File: src/rtl/sic1_pkg.sv
// Shared definitions for the SIC1 I/O blocks: UART transmitter states and
// the memory-mapped addresses of the CPU I/O ports.
package sic1_pkg;

    typedef enum logic [1:0] {
        IDLE  = 2'd0,
        START = 2'd1,
        DATA  = 2'd2,
        STOP  = 2'd3
    } uart_state_t;

    localparam logic [7:0] ADDR_OUT       = 8'd254;
    localparam logic [7:0] ADDR_IN        = 8'd253;
    localparam int         UART_DATA_BITS = 8;

endpackage

File: src/rtl/sic1_out_uart_if.sv
// Byte stream from the SIC1 output port (uo_out plus its write strobe).
interface sic1_out_uart_if;

    logic [7:0] out_byte;
    logic       out_strobe;

    modport master (output out_byte, output out_strobe);
    modport slave  (input  out_byte, input  out_strobe);

endinterface

File: src/rtl/sic1_byte_fifo.sv
// Synchronous byte FIFO; dout is the head entry and is valid while !empty.
// The caller must not push while full unless it also pops on that edge.
module sic1_byte_fifo #(
    parameter  int DEPTH = 4,
    localparam int AW    = $clog2(DEPTH),
    localparam int LW    = AW + 1
) (
    input  logic          clk,
    input  logic          rst_n,
    input  logic          push,
    input  logic          pop,
    input  logic [7:0]    din,
    output logic [7:0]    dout,
    output logic          full,
    output logic          empty,
    output logic [LW-1:0] level
);

    logic [7:0]    mem [DEPTH];
    logic [AW-1:0] wr_ptr;
    logic [AW-1:0] rd_ptr;
    logic [LW-1:0] level_q;

    // NOTE: the storage array is deliberately not reset; only pointers and level are.
    always_ff @(posedge clk) begin
        if (push) mem[wr_ptr] <= din;
    end

    // NOTE: sequential state is always updated with non-blocking assignments.
    always_ff @(posedge clk) begin
        if (!rst_n) begin
            wr_ptr  <= '0;
            rd_ptr  <= '0;
            level_q <= '0;
        end else begin
            if (push) wr_ptr <= wr_ptr + 1'b1;
            if (pop)  rd_ptr <= rd_ptr + 1'b1;
            case ({push, pop})
                2'b10:   level_q <= level_q + 1'b1;
                2'b01:   level_q <= level_q - 1'b1;
                default: level_q <= level_q;
            endcase
        end
    end

    // Occupancy decides full/empty so wrapped pointers never need disambiguating.
    assign full  = (level_q == LW'(DEPTH));
    assign empty = (level_q == '0);
    assign level = level_q;
    assign dout  = mem[rd_ptr];

endmodule

File: src/rtl/sic1_out_uart.sv
// SIC1 output port consumer: buffers CPU-written bytes and sends them as
// back-to-back 8N1 UART frames on tx, flagging dropped bytes in overflow.
module sic1_out_uart
    import sic1_pkg::*;
#(
    parameter  int CLKS_PER_BIT = 16,
    parameter  int FIFO_DEPTH   = 4,
    localparam int LW           = $clog2(FIFO_DEPTH) + 1
) (
    input  logic                    clk,
    input  logic                    rst_n,
    sic1_out_uart_if.slave          out_port,
    input  logic                    clr_overflow,
    output logic                    tx,
    output logic                    busy,
    output logic                    overflow,
    output logic [LW-1:0]           fifo_level
);

    localparam int            TW         = $clog2(CLKS_PER_BIT);
    localparam logic [TW-1:0] TIMER_LOAD = TW'(CLKS_PER_BIT - 1);
    localparam logic [2:0]    LAST_BIT   = 3'(UART_DATA_BITS - 1);

    uart_state_t   state, state_nxt;
    logic [TW-1:0] timer, timer_nxt;
    logic [2:0]    bit_cnt, bit_cnt_nxt;
    logic [7:0]    shift_reg, shift_nxt;
    logic          tx_q, tx_nxt;
    logic          overflow_q;

    logic          fifo_push, fifo_pop, fifo_full, fifo_empty, drop;
    logic [7:0]    fifo_dout;
    logic          bit_end;

    // A full FIFO still accepts a byte when the transmitter frees a slot on the same edge.
    assign fifo_push = out_port.out_strobe & (~fifo_full | fifo_pop);
    assign drop      = out_port.out_strobe & ~fifo_push;
    assign bit_end   = (timer == '0);

    sic1_byte_fifo #(.DEPTH(FIFO_DEPTH)) u_fifo (
        .clk   (clk),
        .rst_n (rst_n),
        .push  (fifo_push),
        .pop   (fifo_pop),
        .din   (out_port.out_byte),
        .dout  (fifo_dout),
        .full  (fifo_full),
        .empty (fifo_empty),
        .level (fifo_level)
    );

    always_ff @(posedge clk) begin
        if (!rst_n) begin
            state     <= IDLE;
            timer     <= '0;
            bit_cnt   <= '0;
            shift_reg <= '0;
            tx_q      <= 1'b1;
        end else begin
            state     <= state_nxt;
            timer     <= timer_nxt;
            bit_cnt   <= bit_cnt_nxt;
            shift_reg <= shift_nxt;
            tx_q      <= tx_nxt;
        end
    end

    // NOTE: every output of this block gets a default first, so no path can infer a latch.
    always_comb begin
        state_nxt   = state;
        timer_nxt   = timer;
        bit_cnt_nxt = bit_cnt;
        shift_nxt   = shift_reg;
        tx_nxt      = tx_q;
        fifo_pop    = 1'b0;

        unique case (state)
            IDLE: begin
                if (!fifo_empty) begin
                    fifo_pop  = 1'b1;
                    shift_nxt = fifo_dout;
                    timer_nxt = TIMER_LOAD;
                    tx_nxt    = 1'b0;
                    state_nxt = START;
                end
            end
            START: begin
                if (bit_end) begin
                    timer_nxt   = TIMER_LOAD;
                    bit_cnt_nxt = '0;
                    tx_nxt      = shift_reg[0];
                    state_nxt   = DATA;
                end else begin
                    timer_nxt = timer - 1'b1;
                end
            end
            DATA: begin
                if (bit_end) begin
                    timer_nxt = TIMER_LOAD;
                    if (bit_cnt == LAST_BIT) begin
                        tx_nxt    = 1'b1;
                        state_nxt = STOP;
                    end else begin
                        shift_nxt   = {1'b0, shift_reg[7:1]};
                        tx_nxt      = shift_reg[1];
                        bit_cnt_nxt = bit_cnt + 3'd1;
                    end
                end else begin
                    timer_nxt = timer - 1'b1;
                end
            end
            STOP: begin
                if (bit_end) begin
                    // Chain straight into the next start bit when more bytes wait.
                    if (!fifo_empty) begin
                        fifo_pop  = 1'b1;
                        shift_nxt = fifo_dout;
                        timer_nxt = TIMER_LOAD;
                        tx_nxt    = 1'b0;
                        state_nxt = START;
                    end else begin
                        state_nxt = IDLE;
                    end
                end else begin
                    timer_nxt = timer - 1'b1;
                end
            end
            default: state_nxt = IDLE;
        endcase
    end

    always_ff @(posedge clk) begin
        if (!rst_n)            overflow_q <= 1'b0;
        else if (drop)         overflow_q <= 1'b1;
        else if (clr_overflow) overflow_q <= 1'b0;
    end

    assign tx       = tx_q;
    assign overflow = overflow_q;
    assign busy     = (state != IDLE) | (fifo_level != '0);

endmodule

File: src/flat_wrapper.sv
// flat-port wrapper written by rule: the top's interface ports become plain ports
module sic1_out_uart_flat import sic1_pkg::*;
#(
    parameter  int CLKS_PER_BIT = 16,
    parameter  int FIFO_DEPTH   = 4,
    localparam int LW           = $clog2(FIFO_DEPTH) + 1
)
  (clk, rst_n, clr_overflow, tx, busy, overflow, fifo_level, out_port_out_byte, out_port_out_strobe);
  sic1_out_uart_if out_port_i ();
  input  logic clk;
  input  logic rst_n;
  input  logic clr_overflow;
  output logic tx;
  output logic busy;
  output logic overflow;
  output logic [LW-1:0] fifo_level;
  input wire logic [$bits(out_port_i.out_byte)-1:0] out_port_out_byte;
  input wire logic [$bits(out_port_i.out_strobe)-1:0] out_port_out_strobe;
  assign out_port_i.out_byte = out_port_out_byte;
  assign out_port_i.out_strobe = out_port_out_strobe;
  sic1_out_uart #(.CLKS_PER_BIT(CLKS_PER_BIT), .FIFO_DEPTH(FIFO_DEPTH)) u_core (.clk(clk), .rst_n(rst_n), .out_port(out_port_i), .clr_overflow(clr_overflow), .tx(tx), .busy(busy), .overflow(overflow), .fifo_level(fifo_level));
endmodule
File: config.mk
export PLATFORM = sky130hd
export DESIGN_NAME = sic1_out_uart_flat
export DESIGN_NICKNAME = d
export VERILOG_FILES = /design/src/rtl/sic1_pkg.sv /design/src/rtl/sic1_out_uart_if.sv /design/src/rtl/sic1_byte_fifo.sv /design/src/rtl/sic1_out_uart.sv /design/src/flat_wrapper.sv
export SDC_FILE = /design/constraint.sdc
export NUM_CORES = 1
export LEC_CHECK = 0
export ABC_AREA = 0
export BUFFER_PORTS_ARGS = -buffer_cell sky130_fd_sc_hd__buf_2
export CELL_PAD_IN_SITES_DETAIL_PLACEMENT = 2
export CELL_PAD_IN_SITES_GLOBAL_PLACEMENT = 2
export CORE_ASPECT_RATIO = 0.9
export CORE_MARGIN = 3
export CORE_UTILIZATION = 31
export CTS_CLUSTER_SIZE = 8
export DETAILED_ROUTE_END_ITERATION = 16
export PLACE_DENSITY_LB_ADDON = 0.1
export SYNTH_ARGS = -nofsm -noshare
export SYNTH_HDL_FRONTEND = slang
export SYNTH_SLANG_ARGS = --single-unit
File: constraint.sdc
create_clock -name clk -period 2.2 [get_ports clk]
set_input_delay 0.11 -clock clk [delete_from_list [all_inputs] [get_ports clk]]
set_output_delay 0.11 -clock clk [all_outputs]
set_load 0.02 [all_outputs]
==> reports/summary.md <==
The post-synthesis area per instance is 12.5 um2, and the final standard cell utilization of the core is 41.1%. Summed over all nets, the half-perimeter wirelength after detailed placement is 5050 um. The routed length per instance was 17.3 um; the data arrival time of the critical path was 2.56 ns. The initialized floorplan defines 32 standard-cell rows. Number of standard cells after synthesis: 226. In this run the worst hold path is classified as input pin to register.

The post-placement cell count was 385. After synthesis, the most frequently instantiated cells are sky130_fd_sc_hd__edfxtp_1 (32), sky130_fd_sc_hd__dfxtp_1 (28), sky130_fd_sc_hd__a21oi_1 (15), sky130_fd_sc_hd__inv_1 (14). Number of DRC violations after detailed-routing iteration 0: 47. For this run, the total global-route usage over all layers was measured as 14.4%. Multi-input combinational cell area: 1240 um2. After detailed routing, the number of remaining DRC violations is 0. The area growth from synthesis to layout is 26.9%. STA puts the critical path data required time at 2.50 ns. Synthesis produced a netlist with a net count of 251.

For the count of pins over their slew limit, the log shows 0. For this run, asynchronously set or reset flops after synthesis account for 0%. Before antenna repair, the detailed router went through 5 iterations.

Once detail routing completed, the nets flagged for antenna violations numbered 0. Among all cell types in the netlist, the one instantiated most often is sky130_fd_sc_hd__edfxtp_1. The setup-violating endpoint count in the final report is 1. Counting along the longest clock path gives a buffer depth of 2.

The run gives 0 as the final hold violation count. The run gives -0.0596 ns as the smallest setup slack after layout. STA classifies the critical path startpoint as a register. Across the run, the number of max-cap violations was 0. The root buffer cell chosen for the clock tree is sky130_fd_sc_hd__clkbuf_8. For this design, the sink count on the clock tree is 60. Clock-pin slew was measured on the worst setup and hold paths at 0.08 ns. The final layout net count was 311. Flip-flop and latch count after synthesis: 60.

For this design the top-level I/O count stands at 18. The area fraction of the dominant cell type after synthesis works out to 34.0%. The logs give 3290 um2 for the total placed instance area and 53.8% for the share of synthesized area occupied by flip-flops and latches. Vertical extent of the die: 96.6 um. The die is 107 um wide. Counting flops with a built-in enable in the synthesized netlist gives 32.

Diode insertion count for antenna repair: 0. The checks that failed: negative setup slack. Across the VDD grid, the largest voltage drop is 0.000401 V. Cell taking the most area after synthesis: sky130_fd_sc_hd__edfxtp_1. Before CTS, the worst setup slack after placement is -0.0216 ns. The critical path in this run is classified as register to register. Clock network latency to the later pin of the worst-skew pair: 0.35 ns.

For the count of yosys warnings during synthesis, the log shows 0. The number of buffers created by CTS came out at 9. Summing all flip-flop and latch instances after layout gives 1530 um2.

The overall routed net length was 7080 um. The worst setup path is captured at a register. By area the synthesized netlist is led by sky130_fd_sc_hd__edfxtp_1 (34%), sky130_fd_sc_hd__dfxtp_1 (20%), sky130_fd_sc_hd__mux4_2 (6.4%).

TritonCTS built the clock tree. The final critical-path required period came out at 2.26 ns. After detailed routing, the number of vias per cell comes to 4.87. The region available for standard cell placement spans 8730 um2. The remaining max-slew budget at the tightest pin is 60.4%, and the number of inserted filler cells in the final layout is 912. Setup repair after global routing could not meet its margin everywhere. The number of global-route vias before repair was 2214. Entering global routing, the biggest net connects 32 pins.

The non-filler instance count after layout is 410, and the starting density of the core is 32.4%. For the pin with the worst max-slew slack, the measured transition is 0.595 ns. The cell area that synthesis handed to floorplanning was 2830 um2. In the final layout, the share of cells above drive strength 1 is 35.4%. The most used flip-flop cell after synthesis is sky130_fd_sc_hd__edfxtp_1. Number of flip-flops in the largest register: 32. Summing over every cut layer, the via total after detailed routing is 1997. The power density over the cells is 1390 nW/um2, and the share of the cycle needed by the critical path after routing is 103%. In this run the static leakage power is 1.38 nW. The run finished, with violations left. CTS built an H-tree with a depth of 3.

The logs give 0 for the number of antenna violations at the first check in global routing and 3590 um2 for the post-layout instance area. The first global-routing pass estimated 11600 um of wire. The number of different library cells used by synthesis comes to 47.

Fmax: 443 MHz. For the final estimated routing congestion in global placement, the log shows 0.722. Between clock sinks in the finished design, the worst skew comes to 0.0118 ns. Remaining global-route overflow: 0. The number of buffers inserted by port buffering is 17, and the maximum fanout along the worst path is 3. The die covers 10300 um2.
## cell families (layout without fill, tap and decap cells)
logic type / Yosys count / count (layout) / synth area share (%)
xor+xnor: 2 / 2 / 0.619
fa+ha+maj: 13 / 13 / 6.01
flops: 60 / 60 / 53.8
buf+inv: 26 / 91 / 3.98
compound gates: 60 / 60 / 15.1
mux: 20 / 20 / 10.6
simple gates: 45 / 45 / 9.90
## placed cells by master, fill, tap and decap left out, types with 3 or more instances in the layout
cell and count:
sky130_fd_sc_hd__mux2i_1 12, sky130_fd_sc_hd__edfxtp_1 32, sky130_fd_sc_hd__a21boi_0 5, sky130_fd_sc_hd__o221a_2 3, sky130_fd_sc_hd__a21oi_1 14, sky130_fd_sc_hd__dfxtp_2 5
sky130_fd_sc_hd__nand2_1 10, sky130_fd_sc_hd__buf_4 36, sky130_fd_sc_hd__nor2_1 4, sky130_fd_sc_hd__and2_1 9, sky130_fd_sc_hd__buf_2 17, sky130_fd_sc_hd__mux4_2 8
sky130_fd_sc_hd__inv_6 3, sky130_fd_sc_hd__dlygate4sd3_1 8, sky130_fd_sc_hd__inv_2 5, sky130_fd_sc_hd__or3_1 3, sky130_fd_sc_hd__ha_1 10, sky130_fd_sc_hd__nand4_1 3
sky130_fd_sc_hd__dfxtp_1 23, sky130_fd_sc_hd__clkbuf_8 9, sky130_fd_sc_hd__o21ai_0 10, sky130_fd_sc_hd__o31ai_1 10, sky130_fd_sc_hd__inv_1 8
## through the flow
stage | setup TNS, ns | hold WS, ns | total power, mW
5_1_grt | -1.17 | 0.0372 | 5.38
6_report | -0.0596 | 0.0269 | 4.99
3_5_place_dp | -0.0216 | 0.332 | 4.00
4_1_cts | -0.0440 | 0.0185 | 4.99
2_1_floorplan | -0.00926 | 0.209 | 3.14
3_3_place_gp | 0 | 0.326 | 3.96
## where the power goes
group          internal, mW  switching, mW
clock                 0.423          0.502
sequential             1.44          0.156
combinational          1.18           1.29
## area by class of cell
type	instances	share of cell area, %
Tap cell	119	4.15
Sequential cell	60	42.5
Multi-Input combinational cell	140	34.6
Timing Repair Buffer	61	12.1
Clock buffer	9	3.45
Inverter	14	1.53
Clock inverter	7	1.64
## worst max-delay path, cell delays in order, from the launching register on
cell and delay, ns:
sky130_fd_sc_hd__dfxtp_2 0.35, sky130_fd_sc_hd__inv_2 0.05, sky130_fd_sc_hd__ha_4 0.15, sky130_fd_sc_hd__and4bb_2 0.25, sky130_fd_sc_hd__o211ai_1 0.25, sky130_fd_sc_hd__nand2b_4 0.18
sky130_fd_sc_hd__fa_2 0.22, sky130_fd_sc_hd__inv_2 0.05, sky130_fd_sc_hd__or4_4 0.47, sky130_fd_sc_hd__a21oi_2 0.13, sky130_fd_sc_hd__o31a_1 0.12
## timing repair
item                                    CTS  global route
endpoints found under the setup margin    1            34
hold buffers                              8             0
pin swaps                                 1             4
gates resized for setup                   0             9
endpoints found under the hold margin    27             0
buffers inserted                          0             1
## path summary, 6_finish.rpt
path                                 end             from  slack, ns  cells after the start
setup / recovery  u_core.u_fifo.level[2]  u_core.timer[1]      -0.06                     10
hold reg to reg          u_core.overflow  u_core.overflow       0.49                      2
setup reg to reg  u_core.u_fifo.level[2]  u_core.timer[1]      -0.06                     10
hold / removal           u_core.overflow     clr_overflow       0.03                      3
## metal layers
metal  global-route usage [%]  share of wire (%)
met4                     5.11                1.5
met2                     22.4                 48
met3                     3.47                2.2
met1                     19.5                 49
met5                        0                  0
Note: power is estimated with default switching activity, not from simulation.
